## src/rtl/tg_axi_master.sv

```systemverilog
// tg_axi_master: single-outstanding AXI4-Lite initiator for the traffic generator.
// Optional response watchdog with drain state: define TG_AXI_MASTER_TIMEOUT_EN.
module tg_axi_master #(
  parameter int AXI_ADDR_WIDTH = 32,
  parameter int AXI_DATA_WIDTH = 32,
  parameter int TIMEOUT_CYCLES = 1024
) (
  input  logic                        m_axi_aclk,
  input  logic                        m_axi_aresetn,
  input  logic                        cmd_valid,
  output logic                        cmd_ready,
  input  logic                        cmd_rnw,
  input  logic [AXI_ADDR_WIDTH-1:0]   cmd_addr,
  input  logic [AXI_DATA_WIDTH-1:0]   cmd_wdata,
  input  logic [AXI_DATA_WIDTH/8-1:0] cmd_wstrb,
  output logic                        rsp_valid,
  output logic [AXI_DATA_WIDTH-1:0]   rsp_rdata,
  output logic [1:0]                  rsp_resp,
  output logic                        rsp_timeout,
  output logic [AXI_ADDR_WIDTH-1:0]   m_axi_awaddr,
  output logic                        m_axi_awvalid,
  input  logic                        m_axi_awready,
  output logic [AXI_DATA_WIDTH-1:0]   m_axi_wdata,
  output logic [AXI_DATA_WIDTH/8-1:0] m_axi_wstrb,
  output logic                        m_axi_wvalid,
  input  logic                        m_axi_wready,
  input  logic [1:0]                  m_axi_bresp,
  input  logic                        m_axi_bvalid,
  output logic                        m_axi_bready,
  output logic [AXI_ADDR_WIDTH-1:0]   m_axi_araddr,
  output logic                        m_axi_arvalid,
  input  logic                        m_axi_arready,
  input  logic [AXI_DATA_WIDTH-1:0]   m_axi_rdata,
  input  logic [1:0]                  m_axi_rresp,
  input  logic                        m_axi_rvalid,
  output logic                        m_axi_rready
);

  localparam int SW = AXI_DATA_WIDTH / 8;

`ifdef TG_AXI_MASTER_TIMEOUT_EN
  typedef enum logic [2:0] {
    IDLE, WR_REQ, WR_RESP, RD_REQ, RD_RESP, DONE, DRAIN
  } state_t;
`else
  typedef enum logic [2:0] {
    IDLE, WR_REQ, WR_RESP, RD_REQ, RD_RESP, DONE
  } state_t;
`endif

  state_t state, state_nxt;

  logic                      aw_done;
  logic                      w_done;
  logic [AXI_ADDR_WIDTH-1:0] addr_q;
  logic [AXI_DATA_WIDTH-1:0] wdata_q;
  logic [SW-1:0]             wstrb_q;

  logic accept, aw_hs, w_hs, b_hs, ar_hs, r_hs;

  assign accept = cmd_valid && cmd_ready;
  assign aw_hs  = m_axi_awvalid && m_axi_awready;
  assign w_hs   = m_axi_wvalid && m_axi_wready;
  assign b_hs   = m_axi_bvalid && m_axi_bready;
  assign ar_hs  = m_axi_arvalid && m_axi_arready;
  assign r_hs   = m_axi_rvalid && m_axi_rready;

  assign cmd_ready     = (state == IDLE);
  assign m_axi_awvalid = (state == WR_REQ) && !aw_done;
  assign m_axi_wvalid  = (state == WR_REQ) && !w_done;
  assign m_axi_arvalid = (state == RD_REQ);
  assign m_axi_awaddr  = addr_q;
  assign m_axi_araddr  = addr_q;
  assign m_axi_wdata   = wdata_q;
  assign m_axi_wstrb   = wstrb_q;

`ifdef TG_AXI_MASTER_TIMEOUT_EN
  localparam int CW = $clog2(TIMEOUT_CYCLES + 1);

  logic [CW-1:0] cnt;
  logic          is_rd;
  logic          in_resp;
  logic          to_fire;

  assign in_resp = (state == WR_RESP) || (state == RD_RESP);
  assign to_fire = in_resp && !b_hs && !r_hs &&
                   (cnt == CW'(TIMEOUT_CYCLES - 1));

  // a drained response still has to be consumed on its own channel
  assign m_axi_bready = (state == WR_RESP) ||
                        ((state == DRAIN) && !is_rd);
  assign m_axi_rready = (state == RD_RESP) ||
                        ((state == DRAIN) && is_rd);

  always_ff @(posedge m_axi_aclk) begin
    if (!m_axi_aresetn) begin
      cnt   <= '0;
      is_rd <= 1'b0;
    end else begin
      cnt <= in_resp ? cnt + 1'b1 : '0;
      if (accept) is_rd <= cmd_rnw;
    end
  end
`else
  assign m_axi_bready = (state == WR_RESP);
  assign m_axi_rready = (state == RD_RESP);
  assign rsp_timeout  = 1'b0;

  if (TIMEOUT_CYCLES < 1) begin : g_bad_timeout
  end
`endif

  always_ff @(posedge m_axi_aclk) begin
    if (!m_axi_aresetn) state <= IDLE;
    else                state <= state_nxt;
  end

  always_comb begin
    state_nxt = state;
    unique case (state)
      IDLE:
        if (accept) state_nxt = cmd_rnw ? RD_REQ : WR_REQ;
      WR_REQ:
        if ((aw_done || aw_hs) && (w_done || w_hs))
          state_nxt = WR_RESP;
      WR_RESP: begin
        if (b_hs) state_nxt = DONE;
`ifdef TG_AXI_MASTER_TIMEOUT_EN
        else if (to_fire) state_nxt = DRAIN;
`endif
      end
      RD_REQ:
        if (ar_hs) state_nxt = RD_RESP;
      RD_RESP: begin
        if (r_hs) state_nxt = DONE;
`ifdef TG_AXI_MASTER_TIMEOUT_EN
        else if (to_fire) state_nxt = DRAIN;
`endif
      end
      DONE:
        state_nxt = IDLE;
`ifdef TG_AXI_MASTER_TIMEOUT_EN
      DRAIN:
        if (b_hs || r_hs) state_nxt = IDLE;
`endif
      default:
        state_nxt = IDLE;
    endcase
  end

  always_ff @(posedge m_axi_aclk) begin
    if (!m_axi_aresetn) begin
      aw_done   <= 1'b0;
      w_done    <= 1'b0;
      addr_q    <= '0;
      wdata_q   <= '0;
      wstrb_q   <= '0;
      rsp_valid <= 1'b0;
      rsp_rdata <= '0;
      rsp_resp  <= '0;
`ifdef TG_AXI_MASTER_TIMEOUT_EN
      rsp_timeout <= 1'b0;
`endif
    end else begin
      rsp_valid <= 1'b0;
      if (accept) begin
        addr_q  <= cmd_addr;
        wdata_q <= cmd_wdata;
        wstrb_q <= cmd_wstrb;
        aw_done <= 1'b0;
        w_done  <= 1'b0;
      end
      if (aw_hs) aw_done <= 1'b1;
      if (w_hs)  w_done  <= 1'b1;
      if ((state == WR_RESP) && b_hs) begin
        rsp_valid <= 1'b1;
        rsp_rdata <= '0;
        rsp_resp  <= m_axi_bresp;
`ifdef TG_AXI_MASTER_TIMEOUT_EN
        rsp_timeout <= 1'b0;
`endif
      end
      if ((state == RD_RESP) && r_hs) begin
        rsp_valid <= 1'b1;
        rsp_rdata <= m_axi_rdata;
        rsp_resp  <= m_axi_rresp;
`ifdef TG_AXI_MASTER_TIMEOUT_EN
        rsp_timeout <= 1'b0;
`endif
      end
`ifdef TG_AXI_MASTER_TIMEOUT_EN
      if (to_fire) begin
        rsp_valid   <= 1'b1;
        rsp_rdata   <= '0;
        rsp_resp    <= 2'b10;
        rsp_timeout <= 1'b1;
      end
`endif
    end
  end

endmodule
```

## config.mk

```make
export PLATFORM = sky130hd
export DESIGN_NAME = tg_axi_master
export DESIGN_NICKNAME = d
export VERILOG_FILES = /design/src/rtl/tg_axi_master.sv
export SDC_FILE = /design/constraint.sdc
export NUM_CORES = 1
export LEC_CHECK = 0
export ABC_CLOCK_PERIOD_IN_PS = 1900
export BUFFER_PORTS_ARGS = -buffer_cell sky130_fd_sc_hd__buf_2
export CELL_PAD_IN_SITES_DETAIL_PLACEMENT = 2
export CELL_PAD_IN_SITES_GLOBAL_PLACEMENT = 2
export CORE_MARGIN = 3
export CORE_UTILIZATION = 22
export DETAILED_ROUTE_END_ITERATION = 8
export HOLD_SLACK_MARGIN = 0.12
export PLACE_DENSITY = 0.81
export SLEW_MARGIN = 20
export SYNTH_ARGS = -nofsm -noshare
export SYNTH_HDL_FRONTEND = slang
export SYNTH_SLANG_ARGS = --single-unit
```

## constraint.sdc

```tcl
create_clock -name m_axi_aclk -period 1.9 [get_ports m_axi_aclk]
set_clock_uncertainty 0.15 [all_clocks]
set_input_delay 0.38 -clock m_axi_aclk [delete_from_list [all_inputs] [get_ports m_axi_aclk]]
set_output_delay 0.38 -clock m_axi_aclk [all_outputs]
set_load 0.05 [all_outputs]
```

==> results.tsv <==
stage	metric	value	unit
clock_tree	CTS buffer count	9	
clock_tree	Clock Path Buffers	2	
clock_tree	root buf cell	clkbuf_16	
critical_path	critical path arrival	1330	ps
clock_tree	Clock Pin Slew Worst Setup and Hold Paths	70	ps
pwr	Leak	3.02	nW
timing	final worst-path cycle share	97.8	%
yosys	fraction of registers with async set/reset	0	%
place	placed cell area	5420	µm²
critical_path	Crit-path slowest cell	dfxtp_4	
global_route	antenna violations before repair	0	
detailed_routing	DRT iter0 DRCs	125	
yosys	Post-Syn Area	4120	µm²
critical_path	critical-path maximum fanout	15	
die	die width	143	µm
clock_tree	H-tree levels	3	
place	detailed placement HPWL	10800	µm
yosys	top-area cell type share of the netlist area	52.5	%
run	max_cap viols	0	
place	GP Congestion	0.709	
die	num ports	255	
place	Placed Instances	918	
yosys	Mapped Cells	494	
clock_tree	CTS tree	yes	
critical_path	CP required	1370	ps
pwr	Cell Pwr Density	1430	nW/µm²
yosys	largest cells by area after synthesis	dfxtp_1, nand2_1, a21oi_1	
global_route	first-pass GRT wire length	25400	µm
layout	area occupied by multi-input gates	1530	µm²
yosys	Synth cell types	27	
die	Rows	49	
clock_tree	CTS sink count	108	
yosys	register area share after synthesis	52.5	%
layout	Non-Filler Instances	996	
die	core box area	18100	µm²
yosys	Post-synth EDFFs	0	
layout	nets@finish	875	
critical_path	CP most frequent cell	nor2_2	
timing	fin crit period	1860	ps
critical_path	crit-path cells	nor2_2 -> nand2_1 -> nor2_2 -> buf_6	
layout	Area Overhead vs Synth	55.3	%
layout	share of layout cells above drive strength 1	38.2	%
critical_path	CP peak stage delay	410	ps
critical_path	CP endpoint kind	primary output	
yosys	largest area contributor in the netlist	dfxtp_1	
yosys	Synth warnings	0	
detailed_routing	total routed wirelength	16200	µm
global_route	GRT Total Usage	15.5	%
timing	final setup vio count	0	
layout	n_diodes	0	
timing	unrepaired setup endpoints after global routing	yes	
place	input/output buffers	253	
die	initial core utilization	22.7	%
timing	final slew viol count	0	
global_route	total gr overflow	0	
yosys	Syn Area/Cell	8.33	µm²
yosys	syn_nets	607	
die	die height	143	µm
timing	Final Hold Vio Count	0	
layout	fin area	6390	µm²
global_route	largest net degree at the start of global routing	54	
detailed_routing	Vias/cell	4.46	
layout	Sequential cell area	2170	µm²
detailed_routing	vias	4442	
detailed_routing	drt drc	0	
layout	final-layout fill cell count	2055	
clock_tree	clock latency on the worst-skew pair	340	ps
run_status	status	finished, final reports clean	
detailed_routing	average wire per standard cell	16.3	µm
die	floorplan die area	20400	µm²
pwr	VDD IR max	0.000520	V
timing	fmax	538	MHz
critical_path	CP Launch Type	register	
global_route	vias in the first global route	4908	
detailed_routing	Routed Antenna Nets	0	
detailed_routing	Pre-Repair DR Iteration Count	4	
yosys	Post-synth top flop	dfxtp_1	
yosys	#FFs+latches synth	108	
critical_path	CP Class	register to primary output	
min_path	worst hold path class	input port to register	
[cells by family (layout without fill, tap and decap cells)]
logic type | count (synthesis) | after routing | synth area share, %
buffers and inverters | 71 | 344 | 10.7
AND/OR/NAND/NOR | 196 | 196 | 19.4
other | 1 | 1 | 0.0911
AO/OA/AOI/OAI | 114 | 114 | 16.3
multiplexers | 4 | 4 | 0.973
flip-flops | 108 | 108 | 52.5
[final cells by class]
| cell class | instances | area share (%) |
|---|---|---|
| clock buffer | 12 | 4.17 |
| clock inverter | 4 | 0.861 |
| inverter | 2 | 0.137 |
| multi-input combinational | 315 | 24.0 |
| sequential | 108 | 34.0 |
| tap | 229 | 4.48 |
| timing repair buffer | 326 | 32.4 |
[sequential cells by signal, summed over array words and instances, names as in the netlist]
| name | cells |
|---|---|
| m_axi_araddr | 32 |
| m_axi_wdata | 32 |
| rsp_rdata | 32 |
| m_axi_wstrb | 4 |
| state | 3 |
| rsp_resp | 2 |
| aw_done | 1 |
| rsp_valid | 1 |
| w_done | 1 |
[path summary, 6_finish.rpt]
path	startpoint	to	slack, ps	cells after the start
max reg2reg	state[1]	m_axi_araddr[16]	210	5
max	state[1]	m_axi_awvalid	40	4
min reg2reg	m_axi_wdata[10]	m_axi_wdata[10]	310	2
min	cmd_wdata[20]	m_axi_wdata[20]	130	3
[layout by cell type (no fill, tap or decap), drive strengths merged, types with 2 or more instances in the layout]
cell type    Yosys  final
dfxtp          108    108
nor3b            4      4
clkinv           0      2
buf             51    265
mux2i            4      4
nand3b           5      5
nand2          144    144
a21oi           73     73
nor3             2      2
and2             3      3
inv              2      2
a22oi           32     32
o21ai            2      2
nor2            37     37
clkbuf          18     12
dlygate4sd3      0     61
[stage by stage]
| step | util (%) | setup slack [ps] | setup TNS, ps | total power, W | hold slack (ps) |
|---|---|---|---|---|---|
| after floorplan | - | -90.1 | -7740 | 0.00604 | 303 |
| after global placement | 29.8 | 204 | 0 | 0.00691 | 291 |
| after global routing | 35.2 | -28.2 | -48.7 | 0.00966 | 124 |
| after detailed placement | 29.8 | 120 | 0 | 0.00698 | 295 |
| final | 35.2 | 42.5 | 0 | 0.00911 | 134 |
| after CTS | 35.1 | -6.13 | -7.60 | 0.00918 | 120 |
[synth_stat cells, drive strengths merged, types with 2 or more instances]
cell    number
mux2i        4
nand2      144
nor2        37
inv          2
nand3b       5
dfxtp      108
nor3         2
and2         3
buf         51
o21ai        2
clkbuf      18
a21oi       73
a22oi       32
nor3b        4
[layer usage]
layer  part of all wire (%)  global-route usage (%)  wire (µm)
met5                      0                       0          0
met4                    2.4                    5.40        388
met3                    6.4                    4.22       1040
met2                     53                    29.4       8550
met1                     38                    16.4       6220
[worst max-delay path: cells and delay by family, from the launching register on]
family                 cells  cell delay [ps]
buffers and inverters      1              180
DFF                        1              410
and+or+nand+nor            3              380
[timing repair]
item / CTS / global route
gates resized for setup: 8 / 7
buffers inserted: 0 / 1
hold buffers: 61 / 0
endpoints found under the setup margin: 6 / 6
pin swaps: 0 / 0
hold endpoints to repair: 61 / 0
[report_power, final]
group,switching [W],internal (W),leakage [nW]
clock,0.000880,0.00114,0.155
sequential,0.000307,0.00264,0.882
combinational,0.00303,0.00111,1.98
total,0.00422,0.00490,3.02
No activity file was read; power rests on OpenSTA's default activity.
